==> config.mk <==
export PLATFORM = sky130hd
export DESIGN_NAME = ula_arbiter_flat
export DESIGN_NICKNAME = d
export VERILOG_FILES = /design/src/rtl/ula_arbiter_pkg.sv /design/src/rtl/ula_arbiter_if.sv /design/src/rtl/ula_arbiter_grant_decoder.sv /design/src/rtl/ula_arbiter.sv /design/src/flat_wrapper.sv
export SDC_FILE = /design/constraint.sdc
export NUM_CORES = 1
export LEC_CHECK = 0
export CORE_ASPECT_RATIO = 0.8
export CORE_UTILIZATION = 40
export CTS_BUF_LIST = sky130_fd_sc_hd__clkbuf_8 sky130_fd_sc_hd__clkbuf_16
export DETAILED_ROUTE_END_ITERATION = 10
export PLACE_DENSITY_LB_ADDON = 0.12
export SETUP_SLACK_MARGIN = 0.4
export SYNTH_ARGS = -nofsm -noshare
export SYNTH_HDL_FRONTEND = slang
export SYNTH_SLANG_ARGS = --single-unit
==> constraint.sdc <==
create_clock -name CLK -period 4.94 [get_ports CLK]
set_input_delay 0.741 -clock CLK [delete_from_list [all_inputs] [get_ports CLK]]
set_output_delay 0.741 -clock CLK [all_outputs]
set_load 0.02 [all_outputs]
==> src/rtl/ula_arbiter_pkg.sv <==
// rtl/ula_arbiter_pkg.sv - shared types, constants and winner search for the ULA arbiter
// Contents:
//   state_t     : arbiter FSM states (IDLE, RUN, FIN)
//   N_REQ/IDX_W : requester count and index width
//   LAT_DEFAULT : default ULA occupancy in cycles
//   next_rr()   : first set request bit scanning ptr, ptr+1, ... mod N_REQ
package ula_arb_pkg;

    localparam int N_REQ       = 8;
    localparam int IDX_W       = 3;
    localparam int LAT_DEFAULT = 2;

    typedef enum logic [1:0] {
        ST_IDLE = 2'd0,
        ST_RUN  = 2'd1,
        ST_FIN  = 2'd2
    } state_t;

    // Index arithmetic is done in IDX_W bits so ptr+i wraps 7->0 on its own.
    // An all-zero request vector returns 0; callers only use the result when
    // at least one bit is set.
    function automatic logic [IDX_W-1:0] next_rr(input logic [N_REQ-1:0] req,
                                                 input logic [IDX_W-1:0] ptr);
        logic [IDX_W-1:0] idx;
        logic             found;
        next_rr = '0;
        found   = 1'b0;
        for (int i = 0; i < N_REQ; i++) begin
            idx = ptr + 3'(i);
            if (!found && req[idx]) begin
                next_rr = idx;
                found   = 1'b1;
            end
        end
    endfunction

endpackage

==> src/rtl/ula_arbiter_if.sv <==
// rtl/ula_arbiter_if.sv - requester-side bus between the requester blocks and the ULA arbiter
// Signals:
//   E    : arbiter enable (gates new grants only)
//   REQ  : request vector, bit i = requester i
//   SEL  : index of the granted requester, qualified by BUSY
//   GNT  : one-hot grant while the ULA is occupied
//   BUSY : ULA occupied
//   DONE : one-hot single-cycle result-valid pulse
// Modports: master = requester side, slave = arbiter side.
interface ula_arbiter_if;
    import ula_arb_pkg::*;

    logic             E;
    logic [N_REQ-1:0] REQ;
    logic [IDX_W-1:0] SEL;
    logic [N_REQ-1:0] GNT;
    logic             BUSY;
    logic [N_REQ-1:0] DONE;

    modport master (output E, REQ, input SEL, GNT, BUSY, DONE);
    modport slave  (input E, REQ, output SEL, GNT, BUSY, DONE);

endinterface

==> src/rtl/ula_arbiter_grant_decoder.sv <==
// rtl/ula_arbiter_grant_decoder.sv - 3-bit index to gated 8-bit one-hot decoder
// Ports:
//   i_idx    : requester index
//   i_en     : output enable; output is all-zero when low
//   o_onehot : one-hot decode of i_idx
module grant_decoder
    import ula_arb_pkg::*;
(
    input  logic [IDX_W-1:0] i_idx,
    input  logic             i_en,
    output logic [N_REQ-1:0] o_onehot
);

    assign o_onehot = i_en ? (N_REQ'(1) << i_idx) : '0;

endmodule

==> src/rtl/ula_arbiter.sv <==
// rtl/ula_arbiter.sv - round-robin arbiter/sequencer sharing one ULA between 8 requesters
// Parameters:
//   LAT : ULA occupancy in cycles per operation (1..15)
// Ports:
//   CLK : clock, all state on the rising edge
//   RST : synchronous active-high reset
//   bus : ula_arbiter_if.slave (E, REQ in; SEL, GNT, BUSY, DONE out)
// Build option:
//   ULA_ARB_FIXED_PRIO_EN : lowest-index request always wins; PTR stays 0
module ula_arbiter
    import ula_arb_pkg::*;
#(
    parameter int LAT = LAT_DEFAULT
) (
    input  logic CLK,
    input  logic RST,
    ula_arbiter_if.slave bus
);

    state_t           r_state;
    logic [IDX_W-1:0] r_ptr;
    logic [IDX_W-1:0] r_sel;
    logic [3:0]       r_cnt;
    logic [IDX_W-1:0] w_winner;
    logic             w_run;
    logic             w_fin;

`ifdef ULA_ARB_FIXED_PRIO_EN
    assign w_winner = next_rr(bus.REQ, '0);
`else
    assign w_winner = next_rr(bus.REQ, r_ptr);
`endif

    always_ff @(posedge CLK) begin
        if (RST) begin
            r_state <= ST_IDLE;
            r_ptr   <= '0;
            r_sel   <= '0;
            r_cnt   <= '0;
        end else begin
            case (r_state)
                ST_IDLE: begin
                    if (bus.E && (bus.REQ != '0)) begin
                        r_sel   <= w_winner;
                        r_cnt   <= 4'(LAT - 1);
                        r_state <= ST_RUN;
                    end
                end
                // REQ and E are deliberately not looked at here: an
                // operation, once granted, always runs to completion.
                ST_RUN: begin
                    if (r_cnt == 4'd0) begin
                        r_state <= ST_FIN;
                    end else begin
                        r_cnt <= r_cnt - 4'd1;
                    end
                end
                ST_FIN: begin
`ifndef ULA_ARB_FIXED_PRIO_EN
                    // Served requester drops to lowest priority next round.
                    r_ptr <= r_sel + 3'd1;
`endif
                    r_state <= ST_IDLE;
                end
                default: r_state <= ST_IDLE;
            endcase
        end
    end

    assign w_run    = (r_state == ST_RUN);
    assign w_fin    = (r_state == ST_FIN);
    assign bus.SEL  = r_sel;
    assign bus.BUSY = w_run;

    grant_decoder u_gnt_dec (
        .i_idx    (r_sel),
        .i_en     (w_run),
        .o_onehot (bus.GNT)
    );

    grant_decoder u_done_dec (
        .i_idx    (r_sel),
        .i_en     (w_fin),
        .o_onehot (bus.DONE)
    );

endmodule

==> src/flat_wrapper.sv <==
// flat-port wrapper written by rule: the top's interface ports become plain ports
module ula_arbiter_flat import ula_arb_pkg::*;
#(
    parameter int LAT = LAT_DEFAULT
)
  (CLK, RST, bus_E, bus_REQ, bus_SEL, bus_GNT, bus_BUSY, bus_DONE);
  ula_arbiter_if bus_i ();
  input  logic CLK;
  input  logic RST;
  input wire logic [$bits(bus_i.E)-1:0] bus_E;
  input wire logic [$bits(bus_i.REQ)-1:0] bus_REQ;
  output wire logic [$bits(bus_i.SEL)-1:0] bus_SEL;
  output wire logic [$bits(bus_i.GNT)-1:0] bus_GNT;
  output wire logic [$bits(bus_i.BUSY)-1:0] bus_BUSY;
  output wire logic [$bits(bus_i.DONE)-1:0] bus_DONE;
  assign bus_i.E = bus_E;
  assign bus_i.REQ = bus_REQ;
  assign bus_SEL = bus_i.SEL;
  assign bus_GNT = bus_i.GNT;
  assign bus_BUSY = bus_i.BUSY;
  assign bus_DONE = bus_i.DONE;
  ula_arbiter #(.LAT(LAT)) u_core (.CLK(CLK), .RST(RST), .bus(bus_i));
endmodule
==> results.md <==
* Yosys top cell area share at between 15 and 20%
* Root Buffer: clkbuf_8
* Number of remaining DRC errors at 0
* Syn_area_per_cell at about 8.2 µm²
* Seq/Total Area, Yosys at between 10% and 20%
* TNS Setup at 0 ns
* RePlAce Congestion at 0.9179
* Crit start category: flip-flop
* Final Hold Viols at 0
* Crit path launch: u_core.r_ptr[0]
* Synth top cells by count: nor2_1 (16), a21oi_1 (13), and3_1 (13)
* Syn nets at about 220
* Reg clk slew, reported paths at roughly 0.060 ns
* Worst R2R Setup Slack at roughly 1.4 ns
* Routed WL at approximately 4200 µm
* #FFs+latches synth at 12
* Reg-to-Reg Start: u_core.r_ptr[0]
* Initial antenna violation count at 0
* Power Dens Cells at between 200 and 250 mW/mm²
* IO Count at 31
* Initial Util at between 40% and 50%
* CP arrival at between 3 and 4 ns
* Largest net degree at the start of global routing at 20
* Die Area at between 0.004 and 0.005 mm²
* Grt ovf at 0
* Clock latency on the worst-skew pair at 0.24 ns
* Yosys cell types at 49
* Routed Antenna Nets at 0
* Post-synthesis adder-cell area fraction at about 7.9%
* Vias/cell at just under 6
* Mapped Area at between 0.0015 and 0.002 mm²
* All-Layer GR Usage at 19.93%
* TritonCTS clock tree: built
* Dpl hpwl at ~3200 µm
* CP endpoint: u_core.bus.SEL[1]
* Synth top area cells: dfxtp_1 (15%), mux4_2 (13%), ha_1 (7.9%)
* Final min period at roughly 3.6 ns
* Post-Layout Cell Count at 275
* Slew @ Worst Pin at about 0.75 ns
* Leak at between 0.0007 and 0.0008 µW
* Number of synthesized flops with an enable pin at 0
* Yosys warning count at 0
* Simple-gate share of the synthesized area at roughly a quarter
* Worst Setup End Kind: flip-flop
* Post-synth ARST share at 0%
* Area Growth Syn to Fin at 24.69%
* Die X at 72.53 µm
* Outcome: completed
* First-pass GRT wire length at about 6600 µm
* Mux cell area share after synthesis at about 25%
* Xor and xnor fraction of the mapped netlist area at approximately 2.8%
* Post-Synthesis Cells at slightly below 200
* Post-CTS Setup Bufs at 0
* Pre-Repair DR Iteration Count at 4
* I/O Buffers at 30
* CP required at 5.10 ns
* CP Max Fanout at 18
* Starting DRC count in detailed routing at 196
* Worst r2r dst: u_core.bus.SEL[1]
* CTS Buffer Depth at 2
* Post-CTS Hold Buffers at 0
* TritonCTS Buffers at 3
* Worst-case reg-to-reg path depth at 10
* Via count of the first global-routing pass at approximately 1300
* Count leader, synth: nor2_1
* Nets@finish at around 240
* Maxcap violations at 0
* Resized cells post-CTS at 0
* Floorplan row count at 20
* Via count at 1592
* Hold crit path type: reg -> reg
* Die Span Y at between 50 and 60 µm
* Layout cells sized above 1 at about an eighth
* Synth Area in Compound Gates at between 10% and 20%
* Drt wl/cell at 15.13 µm
* Tcrit/Tclk final at between 70% and 80%
* CP Class: reg -> reg
* Predominant post-synthesis flop cell: dfxtp_1
* Main combinational cell family by area after synthesis: simple AND/OR/NAND/NOR gates
* Std-Cell Core Area at approximately 0.0038 mm²
* RSZ-0062 raised after global routing: false
* Relative slew slack at around half
* ANT cells at 0
* Slew Limit Fails at 0
* # setup viols final at 0
* Htree depth at 1
* Layout filler cell count at about 380
* Largest area contributor in the netlist: dfxtp_1
* Peak Freq at around 0.28 GHz
* Peak supply drop at ~170 µV
* DP Cell Count at around 270
* Layout Skew at ~0.0046 ns
* Clock sinks at 12
==> placed cells by master (no fill, tap or decap), types with 6 or more instances in the layout <==
cell,Yosys,routed
nand3_1,7,7
mux4_2,9,9
and3_1,13,13
mux2i_1,7,7
ha_1,10,10
inv_1,11,11
mux2_2,6,6
nand2_1,12,12
a21oi_1,13,13
nor3_1,8,8
clkdlybuf4s50_1,0,30
nor2_1,16,16
dfxtp_1,12,12
==> worst max-delay path: stages, from the launching register on <==
cell and delay [ns]:
dfxtp_1 0.30, buf_4 0.24, inv_1 0.11, ha_1 0.63, mux2_2 0.41, mux4_2 0.49
or2_4 0.30, mux2i_1 0.32, nand3_1 0.20, o221a_1 0.28, o32ai_2 0.23
==> stage by stage <==
step	area (µm²)	setup slack, ns	utilization (%)	hold slack [ns]	power, µW
after global routing	1984	1.099	52.17	0.5518	460.4
final	1984	1.352	52.17	0.5140	431.3
after global placement	1929	1.493	50.72	0.5004	315.8
after detailed placement	1929	1.366	50.72	0.4957	320.5
after floorplan	1592	1.506	-	0.4679	262.9
after CTS	1984	1.356	52.17	0.5107	432.2
==> kinds of logic (layout without fill, tap and decap cells) <==
kind of cell | Yosys count | in the layout
multiplexers | 26 | 26
adder cells (fa/ha/maj) | 10 | 10
buffers and inverters | 22 | 47
AO/OA/AOI/OAI | 40 | 40
XOR/XNOR | 5 | 5
flip-flops | 12 | 12
AND/OR/NAND/NOR | 80 | 80
==> where the power goes <==
group / leakage (µW) / switching, µW / internal [µW]
clock network: 0.0000288 / 39.5 / 70.5
registers: 0.0000982 / 14.0 / 107
logic: 0.000606 / 111 / 89.7
==> layout make-up <==
type	count	area (µm²)	area share, %
well taps	55	68.82	3.468
repair buffers	32	315.3	15.89
inverters	11	41.29	2.081
clock buffers	4	55.05	2.774
multi-input cells	161	1264	63.68
flip-flops and latches	12	240.2	12.11
==> how the worst min path moves through the flow <==
stage	from	cells past startpoint	end	slack, ns
2_1_floorplan	u_core.r_cnt[0]	1	u_core.r_cnt[0]	0.47
3_3_place_gp	u_core.r_cnt[0]	1	u_core.r_cnt[0]	0.50
3_5_place_dp	u_core.r_cnt[0]	1	u_core.r_cnt[0]	0.50
4_1_cts	u_core.r_cnt[0]	1	u_core.r_cnt[0]	0.51
5_1_grt	u_core.r_cnt[0]	1	u_core.r_cnt[0]	0.55
6_report	u_core.r_cnt[0]	1	u_core.r_cnt[0]	0.51
==> registers in the layout, indices dropped and copies added (netlist names) <==
name,flops
u_core.r_cnt,4
u_core.bus.SEL,3
u_core.r_ptr,3
u_core.r_state,2
==> routing by layer <==
| metal | global-route usage [%] | wire length [µm] | part of all wire, % |
|---|---|---|---|
| met1 | 30.35 | 2048 | 49 |
| met2 | 28.97 | 1847 | 44 |
| met4 | 0.8403 | 0 | 0 |
| met3 | 5.993 | 266 | 6.4 |
| met5 | 0 | 0 | 0 |
(Power assumes the default switching activity.)
